==> src/rtl/uart_tx_fifo.sv <==
// Byte FIFO between host logic and a UART transmitter.
// First-word-fall-through head register; every output is registered.
module uart_tx_fifo #(
    parameter int DATA_W   = 8,
    parameter int DEPTH    = 16,
    parameter int AFULL_TH = DEPTH - 2
) (
    input  logic                    clk_i,
    input  logic                    rst_ni,
    input  logic [DATA_W-1:0]       s_axis_tdata_i,
    input  logic                    s_axis_tvalid_i,
    output logic                    s_axis_tready_o,
    output logic [DATA_W-1:0]       m_axis_tdata_o,
    output logic                    m_axis_tvalid_o,
    input  logic                    m_axis_tready_i,
    output logic [$clog2(DEPTH):0]  level_o,
    output logic                    almost_full_o,
    output logic                    overflow_o
);

    localparam int AW = $clog2(DEPTH);
    localparam int LW = AW + 1;

    logic [DATA_W-1:0] r_mem [DEPTH];
    logic [AW-1:0]     r_wr_ptr;
    logic [AW-1:0]     r_rd_ptr;
    logic [LW-1:0]     r_level;
    logic              r_tready;
    logic              r_tvalid;
    logic [DATA_W-1:0] r_tdata;
    logic              r_afull;
    logic              r_ovf;

    logic              w_push;
    logic              w_pop;
    logic              w_bypass;
    logic [AW-1:0]     w_wr_ptr_nxt;
    logic [AW-1:0]     w_rd_ptr_nxt;
    logic [LW-1:0]     w_level_nxt;
    logic [DATA_W-1:0] w_tdata_nxt;

    always_comb begin
        w_push       = s_axis_tvalid_i && r_tready;
        w_pop        = r_tvalid && m_axis_tready_i;
        w_wr_ptr_nxt = r_wr_ptr + AW'(w_push);
        w_rd_ptr_nxt = r_rd_ptr + AW'(w_pop);
        w_level_nxt  = r_level + LW'(w_push) - LW'(w_pop);
        // Next head is the byte being written this very edge
        w_bypass     = w_push && (r_wr_ptr == w_rd_ptr_nxt);
        w_tdata_nxt  = '0;
        if (w_level_nxt != '0) begin
            if (w_bypass) begin
                w_tdata_nxt = s_axis_tdata_i;
            end else begin
                w_tdata_nxt = r_mem[w_rd_ptr_nxt];
            end
        end
    end

    always_ff @(posedge clk_i) begin
        if (w_push) begin
            r_mem[r_wr_ptr] <= s_axis_tdata_i;
        end
    end

    always_ff @(posedge clk_i or negedge rst_ni) begin
        if (!rst_ni) begin
            r_wr_ptr <= '0;
            r_rd_ptr <= '0;
            r_level  <= '0;
            r_tready <= 1'b0;
            r_tvalid <= 1'b0;
            r_tdata  <= '0;
            r_afull  <= 1'b0;
            r_ovf    <= 1'b0;
        end else begin
            r_wr_ptr <= w_wr_ptr_nxt;
            r_rd_ptr <= w_rd_ptr_nxt;
            r_level  <= w_level_nxt;
            r_tready <= (w_level_nxt != LW'(DEPTH));
            r_tvalid <= (w_level_nxt != '0);
            r_tdata  <= w_tdata_nxt;
            r_afull  <= (w_level_nxt >= LW'(AFULL_TH));
            if (s_axis_tvalid_i && !r_tready) begin
                r_ovf <= 1'b1;
            end
        end
    end

    assign s_axis_tready_o = r_tready;
    assign m_axis_tvalid_o = r_tvalid;
    assign m_axis_tdata_o  = r_tdata;
    assign level_o         = r_level;
    assign almost_full_o   = r_afull;
    assign overflow_o      = r_ovf;

endmodule
==> config.mk <==
export PLATFORM = sky130hd
export DESIGN_NAME = uart_tx_fifo
export DESIGN_NICKNAME = d
export VERILOG_FILES = /design/src/rtl/uart_tx_fifo.sv
export SDC_FILE = /design/constraint.sdc
export NUM_CORES = 1
export LEC_CHECK = 0
export ABC_AREA = 1
export BUFFER_PORTS_ARGS = -buffer_cell sky130_fd_sc_hd__buf_2
export CELL_PAD_IN_SITES_DETAIL_PLACEMENT = 0
export CELL_PAD_IN_SITES_GLOBAL_PLACEMENT = 2
export CORE_ASPECT_RATIO = 1.25
export CORE_MARGIN = 3
export CORE_UTILIZATION = 30
export CTS_BUF_LIST = sky130_fd_sc_hd__clkbuf_16
export DETAILED_ROUTE_END_ITERATION = 7
export PLACE_DENSITY_LB_ADDON = 0.1
export SLEW_MARGIN = 5
export SYNTH_ARGS = -nofsm -noshare
export SYNTH_HDL_FRONTEND = slang
export SYNTH_SLANG_ARGS = --single-unit
==> constraint.sdc <==
create_clock -name clk_i -period 2.7 [get_ports clk_i]
set_clock_uncertainty 0.05 [all_clocks]
set_input_delay 0.135 -clock clk_i [delete_from_list [all_inputs] [get_ports clk_i]]
set_output_delay 0.135 -clock clk_i [all_outputs]
set_load 0.02 [all_outputs]
==> results of run 1 <==
-- sequential cells by signal (all words and copies together) (netlist names) --
| name | count |
|---|---|
| almost_full_o | 1 |
| level_o | 5 |
| m_axis_tdata_o | 8 |
| m_axis_tvalid_o | 1 |
| overflow_o | 1 |
| r_mem | 128 |
| r_rd_ptr | 4 |
| r_wr_ptr | 4 |
| s_axis_tready_o | 1 |
-- routing by layer --
layer	up-vias	part of all wire, %	track usage, %
met5	-	0	0
met4	0	1.0	4.851
met3	15	3.4	2.822
met2	86	51	27.44
met1	2184	45	19.94
li1	2096	-	-
-- area by class of cell --
class | count | area, µm² | area share [%]
inverter | 28 | 107.6 | 1.375
clock inverter | 15 | 160.2 | 2.046
clock buffer | 17 | 425.4 | 5.436
tap | 279 | 349.1 | 4.460
timing repair buffer | 62 | 400.4 | 5.116
multi-input combinational | 351 | 1914 | 24.46
sequential | 153 | 4469 | 57.11
-- logic make-up after synthesis --
| kind of cell | Yosys count | share of synthesized area [%] |
|---|---|---|
| AND/OR/NAND/NOR | 319 | 23.29 |
| flip-flops | 153 | 67.49 |
| buffers and inverters | 59 | 4.062 |
| AO/OA/AOI/OAI | 13 | 1.530 |
| XOR/XNOR | 10 | 2.003 |
| adder cells (fa/ha/maj) | 8 | 1.625 |
-- metrics by stage --
step                      total power [W]  instances  setup slack, ns  utilization [%]  area (µm²)
after floorplan                  0.006353        562           0.3087                -        6623
after global placement           0.007896        869           0.1890            33.25        7188
after detailed placement         0.007910        869           0.1646            33.25        7188
after CTS                         0.01030        903           0.1362            36.05        7794
after global routing              0.01099        905         -0.02120            36.20        7826
final                             0.01029        905           0.1971            36.20        7826
-- power by group through the flow --
| stage | Clock, W | Combinational (W) | Sequential (W) |
|---|---|---|---|
| finish | 0.00237 | 0.00475 | 0.00318 |
| global route | 0.00253 | 0.00524 | 0.00322 |
| CTS | 0.00243 | 0.00469 | 0.00319 |
| detailed placement | 0 | 0.00467 | 0.00324 |
| global placement | 0 | 0.00467 | 0.00323 |
| floorplan | 0 | 0.00300 | 0.00336 |
-- repair_timing --
action | in CTS | in global routing
hold endpoints to repair | 26 | 0
setup endpoints to repair | 0 | 8
hold buffers | 2 | 0
resized for setup | 0 | 5
buffers inserted | 0 | 1
-- worst reg2reg max path, cell delays in order, from the launching register on --
cell and delay [ns]:
dfrtp_1 0.42, nand2_1 0.13, nor2_2 0.16, inv_1 0.07
nand2_1 0.06, ha_1 0.16, inv_1 0.06, fa_1 0.42
xnor2_1 0.19, nor3_2 0.19, buf_4 0.16, nand3_2 0.14
nand2_1 0.15, a21oi_2 0.04
-- worst max-delay path by stage --
stage                                         start                     endpoint  slack (ns)  cells past startpoint
after floorplan           m_axis_tvalid_o$_DFF_PN0_  m_axis_tdata_o[0]$_DFF_PN0_        0.31                     12
after global placement    s_axis_tready_o$_DFF_PN0_  m_axis_tdata_o[6]$_DFF_PN0_        0.19                     13
after detailed placement  m_axis_tvalid_o$_DFF_PN0_  m_axis_tdata_o[4]$_DFF_PN0_        0.16                     12
after CTS                 m_axis_tvalid_o$_DFF_PN0_  m_axis_tdata_o[7]$_DFF_PN0_        0.14                     12
after global routing      m_axis_tvalid_o$_DFF_PN0_  m_axis_tdata_o[4]$_DFF_PN0_       -0.02                     13
final                     m_axis_tvalid_o$_DFF_PN0_  m_axis_tdata_o[7]$_DFF_PN0_        0.20                     13
-- layout by cell type, fill, tap and decap left out, types with 2 or more instances in the layout --
cell type,synthesis,routed
a21oi_1,2,2
a21oi_2,9,9
buf_2,15,28
buf_4,7,32
clkbuf_16,0,17
clkinv_4,0,3
dfrtp_1,25,25
dlygate4sd3_1,0,2
edfxtp_1,128,128
ha_1,7,7
inv_1,25,25
inv_2,2,2
inv_6,0,3
inv_8,0,4
nand2_1,96,94
nand2_2,4,6
nand2_4,3,3
nand3_1,192,192
nand3_2,1,2
nand3_4,3,3
nor2_1,17,16
xnor2_1,3,2
xor2_1,4,4
==> results.yml, run 1 <==
logic_synthesis:
  synth_flop_cell: "edfxtp_1"
  synth_enable_flop_cells: 128
  synth.cells.most_frequent: "nand3_1, edfxtp_1, nand2_1, dfrtp_1, inv_1"
  syn_avg_cell_area_um2: 11.78
  synth_seq_area_share_pct: 67.49
  synth.top_cells.by_area: "edfxtp_1, nand3_1, dfrtp_1, nand2_1, inv_1"
  synthesis.area_mm2: 0.006623
  post-synth-top-count-cell: "nand3_1"
  synth-async-reset-ratio_pct: 16.34
  synth_top_area_cell: "edfxtp_1"
  synth_top_cell_area_share_pct: 58.04
  synth_fp_nets: 582
  yosysUniqueCellTypes: 30
  ys_seq_elements: 153
  synthesis.yosys.warnings: 0
  synth_cells: 562
floorplan:
  die_area_mm2: 0.02391
  starting_density_of_the_core_pct: 30.63
  core_area_mm2: 0.02162
  boundaryPins: 29
  core.rowCount: 60
  die_y_um: 172.1
  die_x_um: 138.9
power:
  share_seq_of_total_power_pct: 30.9
  switching_share_pct: 43.76
  power_density_mw_per_mm2: 1315
  power_leakage_nw: 3.018
  max-vdd-ir-drop_v: 0.0005216
  power.internal_w: 0.005789
  net-switching-power_w: 0.004505
  pwr-share-comb_pct: 46.1
  share_clk_of_total_power_pct: 23.0
place:
  hpwlAfterDp_um: 11700
  finalWeightedCongestion: 0.7676
  portBuffers: 28
clocking:
  maximum_buffer_depth_of_the_clock_tree: 2
  htree_levels: 4
  clock_sinks: 153
  clk_pin_slew_worst_paths_ns: 0.07
  ctsRootBufferMaster: "clkbuf_16"
  cts_tree: "built"
  numCtsBuffers: 17
  worstSkewPairLatency_ns: 0.42
timing:
  holdWs_ns: 0.1029
  setup-tns-final_ns: 0
  layout_worst_path_cycle_share_pct: 92.70
  clock.fmax_ghz: 0.3995
  timing_hold_violations_final: 0
  final-setup-viol-count: 0
  finalWorstPathRequiredPeriod_ns: 2.503
  worst_pin_slew_ns: 0.5924
  max-slew-margin-rel_pct: 60.51
  finalMaxSlewViolations: 0
critical_path:
  buf_inv_stages_crit_path: 3
  path_cells: "nand2_1 > nor2_2 > inv_1 > nand2_1 > ha_1 > inv_1 > fa_1 > xnor2_1 > nor3_2 > buf_4 > nand3_2 > nand2_1 > a21oi_2"
  worstSetupPathType: "reg -> reg"
  crit_path_most_repeated_cell: "nand2_1"
  reg2reg_from: "m_axis_tvalid_o$_DFF_PN0_"
  startpoint_type: "flop"
  timing.critical_path.slowest_cell_delay_ns: 0.42
  r2r_setup_slack_ns: 0.20
  worst-path-max-fanout: 5
  critPathArrivalTime_ns: 2.76
  slowest_stage: "dfrtp_1"
  endpoint_kind: "flop"
  worst_path_dominant_cell_family: "simple AND/OR/NAND/NOR gates"
  required_ns: 2.96
  r2r_cells: 13
  worstReg2RegEnd: "m_axis_tdata_o[7]$_DFF_PN0_"
detailed_routing:
  detail_route.wirelength_um: 18260
  drt_iter0_drc: 243
  drt_pass1_iterations: 4
  routed_wire_length_per_instance_um: 20.18
  dr_total_vias: 4381
  via_per_inst: 4.841
  drc: 0
  detail-route-antenna-nets: 0
worst_hold_path:
  whs_endpoint: "r_mem[6][7]$_DFFE_PP_"
  hold_path_depth: 1
  timing.hold.worst.class: "in -> reg"
  timing.hold.worst.start: "s_axis_tdata_i[7]"
final_layout:
  insertedDiodeCount: 0
  final_nets: 633
  area_growth_syn_to_layout_pct: 18.18
  fraction_of_final_layout_cells_with_drive_strength_greater_than_1_pct: 19.97
  fillers: 2156
global_routing:
  antenna_found_initial: 0
  first_global_vias: 4417
  grt_pass1_wl_um: 27840
  global_route.usage.total_pct: 15.68
  overflow: 0
  grt_start_max_net_pins: 49
job:
  max_cap_violations: 0
status:
  status: "complete, no violations"
(Power assumes the default switching activity.)
==> run 2: changes to the inputs <==
- CAP_MARGIN: not set -> 20
- CTS_BUF_LIST: sky130_fd_sc_hd__clkbuf_16 -> sky130_fd_sc_hd__clkbuf_8
- GPL_TIMING_DRIVEN: not set -> 0
==> results.yml, run 2 (same netlist as run 1, synthesis figures left out) <==
status:
  status: "complete, no violations"
floorplan:
  core.rowCount: 60
  die_area_mm2: 0.02391
  boundaryPins: 29
  core_area_mm2: 0.02162
  starting_density_of_the_core_pct: 30.63
  die_y_um: 172.1
  die_x_um: 138.9
place:
  portBuffers: 28
  placed_cells_incl_taps: 869
  placedInstanceArea_mm2: 0.007112
  finalWeightedCongestion: 0.8144
  hpwlAfterDp_um: 13370
clocking:
  worstSkewPairLatency_ns: 0.46
  clock_sinks: 153
  maximum_buffer_depth_of_the_clock_tree: 2
  htree_levels: 4
  numCtsBuffers: 17
  clk_pin_slew_worst_paths_ns: 0.09
  ctsRootBufferMaster: "clkbuf_8"
  cts_tree: "built"
detailed_routing:
  drt_iter0_drc: 323
  drt_pass1_iterations: 5
  via_per_inst: 4.835
  drc: 0
  routed_wire_length_per_instance_um: 21.07
  detail-route-antenna-nets: 0
  dr_total_vias: 4395
  detail_route.wirelength_um: 19160
timing:
  finalMaxSlewViolations: 0
  unrepaired_setup_endpoints_after_global_routing: "no"
  layout_worst_path_cycle_share_pct: 93.66
  setup-tns-final_ns: 0
  holdWs_ns: 0.08000
  max-slew-margin-rel_pct: 46.29
  clock.fmax_ghz: 0.3955
  timing_hold_violations_final: 0
  worst_pin_slew_ns: 0.8027
  finalWorstPathRequiredPeriod_ns: 2.529
  final-setup-viol-count: 0
critical_path:
  r2r_cells: 11
  startpoint_type: "flop"
  worst-path-max-fanout: 20
  worst_setup_path_start: "m_axis_tvalid_o$_DFF_PN0_"
  r2r_setup_slack_ns: 0.17
  worstReg2RegEnd: "m_axis_tdata_o[2]$_DFF_PN0_"
  required_ns: 3.00
  worstSetupPathType: "reg -> reg"
  reg2reg_from: "m_axis_tvalid_o$_DFF_PN0_"
  critPathArrivalTime_ns: 2.83
  worstSetupEndpoint: "m_axis_tdata_o[2]$_DFF_PN0_"
  endpoint_kind: "flop"
final_layout:
  register_area_mm2: 0.004469
  layout.cells.non_filler: 909
  max_flop_register: "r_mem"
  area_growth_syn_to_layout_pct: 15.66
  final_nets: 637
  insertedDiodeCount: 0
  multi_input_comb_area_mm2: 0.001918
  final_design_area_no_fill_mm2: 0.007660
  fillers: 2208
  layout_commonest_cell: "nand3_1"
  fin_util_pct: 35.43
  fraction_of_final_layout_cells_with_drive_strength_greater_than_1_pct: 20.48
  number_of_flip_flops_in_the_largest_register: 128
  mostFrequentLayoutCells: "nand3_1, edfxtp_1, nand2_1"
global_routing:
  first_global_vias: 4482
  grt_start_max_net_pins: 26
  overflow: 0
  antenna_found_initial: 0
  global_route.usage.total_pct: 16.44
  grt_pass1_wl_um: 28530
worst_hold_path:
  timing.hold.worst.class: "in -> reg"
power:
  max-vdd-ir-drop_v: 0.0005917
  power_leakage_nw: 2.929
  power_density_mw_per_mm2: 1317
job:
  max_cap_violations: 0
## run 2: final cells by class
| class | count | share of cell area [%] |
|---|---|---|
| multi-input cells | 351 | 25.04 |
| plain buffers | 29 | 2.189 |
| inverters | 28 | 1.405 |
| clock inverters | 15 | 2.630 |
| clock buffers | 17 | 3.055 |
| well taps | 279 | 4.557 |
| flip-flops and latches | 153 | 58.35 |
| repair buffers | 37 | 2.777 |
## run 2: power by group
| part | total [W] | internal [W] | switching (W) |
|---|---|---|---|
| Combinational | 0.00499 | 0.00158 | 0.00342 |
| Clock | 0.00192 | 0.000953 | 0.000966 |
| Sequential | 0.00317 | 0.00298 | 0.000190 |
| Total | 0.0101 | 0.00551 | 0.00457 |
## run 2: metrics by stage
stage	power (W)	setup WS, ns
floorplan	0.006353	0.3087
global placement	0.008014	-0.5863
detailed placement	0.008032	-0.5295
CTS	0.009992	0.001503
global route	0.01077	0.05567
finish	0.01008	0.1713
## run 2: per-layer routing
| metal | vias to the layer above | wire length, µm | global-route usage (%) |
|---|---|---|---|
| met2 | 97 | 9737 | 28.83 |
| li1 | 2104 | - | - |
| met3 | 19 | 711 | 3.098 |
| met5 | - | 0 | 0 |
| met4 | 0 | 346 | 4.723 |
| met1 | 2175 | 8361 | 20.92 |
## run 2: what timing repair did
action | in CTS | in global routing
endpoints found under the hold margin | 26 | 0
setup buffers | 0 | 7
gates cloned | 0 | 1
hold buffers | 2 | 0
resized for setup | 9 | 10
pin swaps | 0 | 4
setup endpoints to repair | 8 | 9
## run 2: worst min path at each step
stage                      start                       to  slack, ns  depth (start not counted)
6_report       s_axis_tdata_i[3]    r_mem[9][3]$_DFFE_PP_       0.08                          1
5_1_grt        s_axis_tdata_i[6]   r_mem[13][6]$_DFFE_PP_       0.08                          1
4_1_cts        s_axis_tdata_i[5]   r_mem[13][5]$_DFFE_PP_       0.08                          1
3_5_place_dp              rst_ni     level_o[3]$_DFF_PN0_       0.11                          1
3_3_place_gp              rst_ni     level_o[3]$_DFF_PN0_       0.11                          1
2_1_floorplan             rst_ni  almost_full_o$_DFF_PN0_      -0.21                          0
## run 2: worst max-delay path, cell delays in order, from the launching register on
cell      delay, ns
dfrtp_1        0.42
nand3_4        0.29
inv_1          0.17
ha_1           0.25
buf_2          0.19
inv_2          0.16
clkbuf_4       0.24
nand3_1        0.16
nand3_1        0.16
nand3_1        0.12
nand2_1        0.13
a21oi_2        0.06
==> run 3: changes to the inputs <==
- clock period: 2.7 -> 3.2 ns (I/O delays scaled with it)
==> results.yml, run 3 (same netlist as run 1, synthesis figures left out) <==
status:
  status: "complete, no violations"
timing:
  timing_hold_violations_final: 0
  finalWorstPathRequiredPeriod_ns: 2.962
  setup-tns-final_ns: 0
  layout_worst_path_cycle_share_pct: 92.57
  max-slew-margin-rel_pct: 46.73
  holdWs_ns: 0.1044
  worst_pin_slew_ns: 0.7961
  finalMaxSlewViolations: 0
  clock.fmax_ghz: 0.3376
  final-setup-viol-count: 0
  unrepaired_setup_endpoints_after_global_routing: "no"
power:
  power_leakage_nw: 2.887
  power_density_mw_per_mm2: 1097
  max-vdd-ir-drop_v: 0.0004003
global_routing:
  antenna_found_initial: 0
  global_route.usage.total_pct: 16.44
  grt_start_max_net_pins: 26
  first_global_vias: 4483
  overflow: 0
  grt_pass1_wl_um: 28540
final_layout:
  layout.cells.non_filler: 903
  fraction_of_final_layout_cells_with_drive_strength_greater_than_1_pct: 18.43
  number_of_flip_flops_in_the_largest_register: 128
  layout_commonest_cell: "nand3_1"
  fin_util_pct: 35.03
  area_growth_syn_to_layout_pct: 14.36
  fillers: 2209
  final_nets: 631
  insertedDiodeCount: 0
  mostFrequentLayoutCells: "nand3_1, edfxtp_1, nand2_1"
  max_flop_register: "r_mem"
clocking:
  clock_sinks: 153
  worstSkewPairLatency_ns: 0.46
  numCtsBuffers: 17
  clk_pin_slew_worst_paths_ns: 0.09
  htree_levels: 4
  cts_tree: "built"
  ctsRootBufferMaster: "clkbuf_8"
  maximum_buffer_depth_of_the_clock_tree: 2
worst_hold_path:
  hold_path_depth: 1
  timing.hold.worst.class: "in -> reg"
floorplan:
  die_y_um: 172.1
  starting_density_of_the_core_pct: 30.63
  die_area_mm2: 0.02391
  boundaryPins: 29
  die_x_um: 138.9
  core.rowCount: 60
  core_area_mm2: 0.02162
place:
  finalWeightedCongestion: 0.8144
  portBuffers: 28
  hpwlAfterDp_um: 13370
  placed_cells_incl_taps: 869
job:
  max_cap_violations: 0
critical_path:
  endpoint_kind: "flop"
  required_ns: 3.50
  path_cells: "nand3_4 > buf_2 > buf_2 > inv_1 > ha_1 > buf_2 > clkbuf_1 > nand3_1 > nand3_1 > nand3_1 > nand2_1 > a21oi_2"
  worst_path_dominant_cell_family: "buffers and inverters"
  r2r_cells: 12
  slowest_stage: "dfrtp_1"
  buf_inv_stages_crit_path: 5
  worst-path-max-fanout: 10
  timing.critical_path.slowest_cell_delay_ns: 0.42
  worstSetupPathType: "reg -> reg"
  startpoint_type: "flop"
  timing.critical_path.depth: 12
  critPathArrivalTime_ns: 3.27
detailed_routing:
  detail_route.wirelength_um: 19050
  dr_total_vias: 4380
  detail-route-antenna-nets: 0
  routed_wire_length_per_instance_um: 21.09
  drc: 0
  drt_pass1_iterations: 8
  drt_iter0_drc: 313
  via_per_inst: 4.850
==> run 3: cell count changes in the layout (fill, tap and decap cells not counted), sizes merged <==
cell | before | now
buf | 56 | 52
clkbuf | 25 | 24
nand3 | 197 | 196
==> run 3: cell type report <==
cell class,count,area (µm²),area share (%)
multi-input combinational,350,1884,24.88
clock buffer,17,234.0,3.089
inverter,28,107.6,1.421
sequential,153,4469,59.01
timing repair buffer,30,160.2,2.115
tap,279,349.1,4.609
buffer,31,167.7,2.214
clock inverter,15,201.4,2.660
==> run 3: final timing paths <==
path | from | endpoint | slack [ns]
min in group asynchronous | rst_ni | level_o[3]$_DFF_PN0_ | 0.16
max reg2reg | m_axis_tvalid_o$_DFF_PN0_ | m_axis_tdata_o[4]$_DFF_PN0_ | 0.24
min reg2reg | s_axis_tready_o$_DFF_PN0_ | overflow_o$_DFFE_PN0P_ | 0.43
min | s_axis_tdata_i[3] | r_mem[9][3]$_DFFE_PP_ | 0.10
max in group asynchronous | rst_ni | m_axis_tdata_o[0]$_DFF_PN0_ | 2.57
max | m_axis_tvalid_o$_DFF_PN0_ | m_axis_tdata_o[4]$_DFF_PN0_ | 0.24
==> run 3: stage by stage <==
step	setup WS [ns]	cell area, µm²	power, W
floorplan	0.8087	6623	0.005360
global placement	-0.08629	7112	0.006762
detailed placement	-0.02948	7112	0.006777
CTS	0.002039	7570	0.008410
global route	0.04090	7574	0.008879
finish	0.2378	7574	0.008308
==> run 3: repair_timing <==
item / in CTS / in global routing
setup buffers: 0 / 0
resized for setup: 2 / 5
endpoints found under the hold margin: 26 / 0
hold buffers: 2 / 0
setup endpoints to repair: 4 / 8
==> run 3: layer usage <==
metal  vias up  share of wire [%]  GRT usage (%)
met5         -                  0              0
met4         0                1.5          4.723
met3        17                3.1          3.098
met2        89                 51          28.85
met1      2187                 44          20.91
li1       2087                  -              -
==> run 3: power by group <==
group | leakage (nW) | internal [W] | switching [W] | total, W
sequential | 1.44 | 0.00252 | 0.000159 | 0.00268
clock | 0.218 | 0.000804 | 0.000813 | 0.00162
combinational | 1.23 | 0.00122 | 0.00280 | 0.00402
total | 2.89 | 0.00454 | 0.00377 | 0.00831
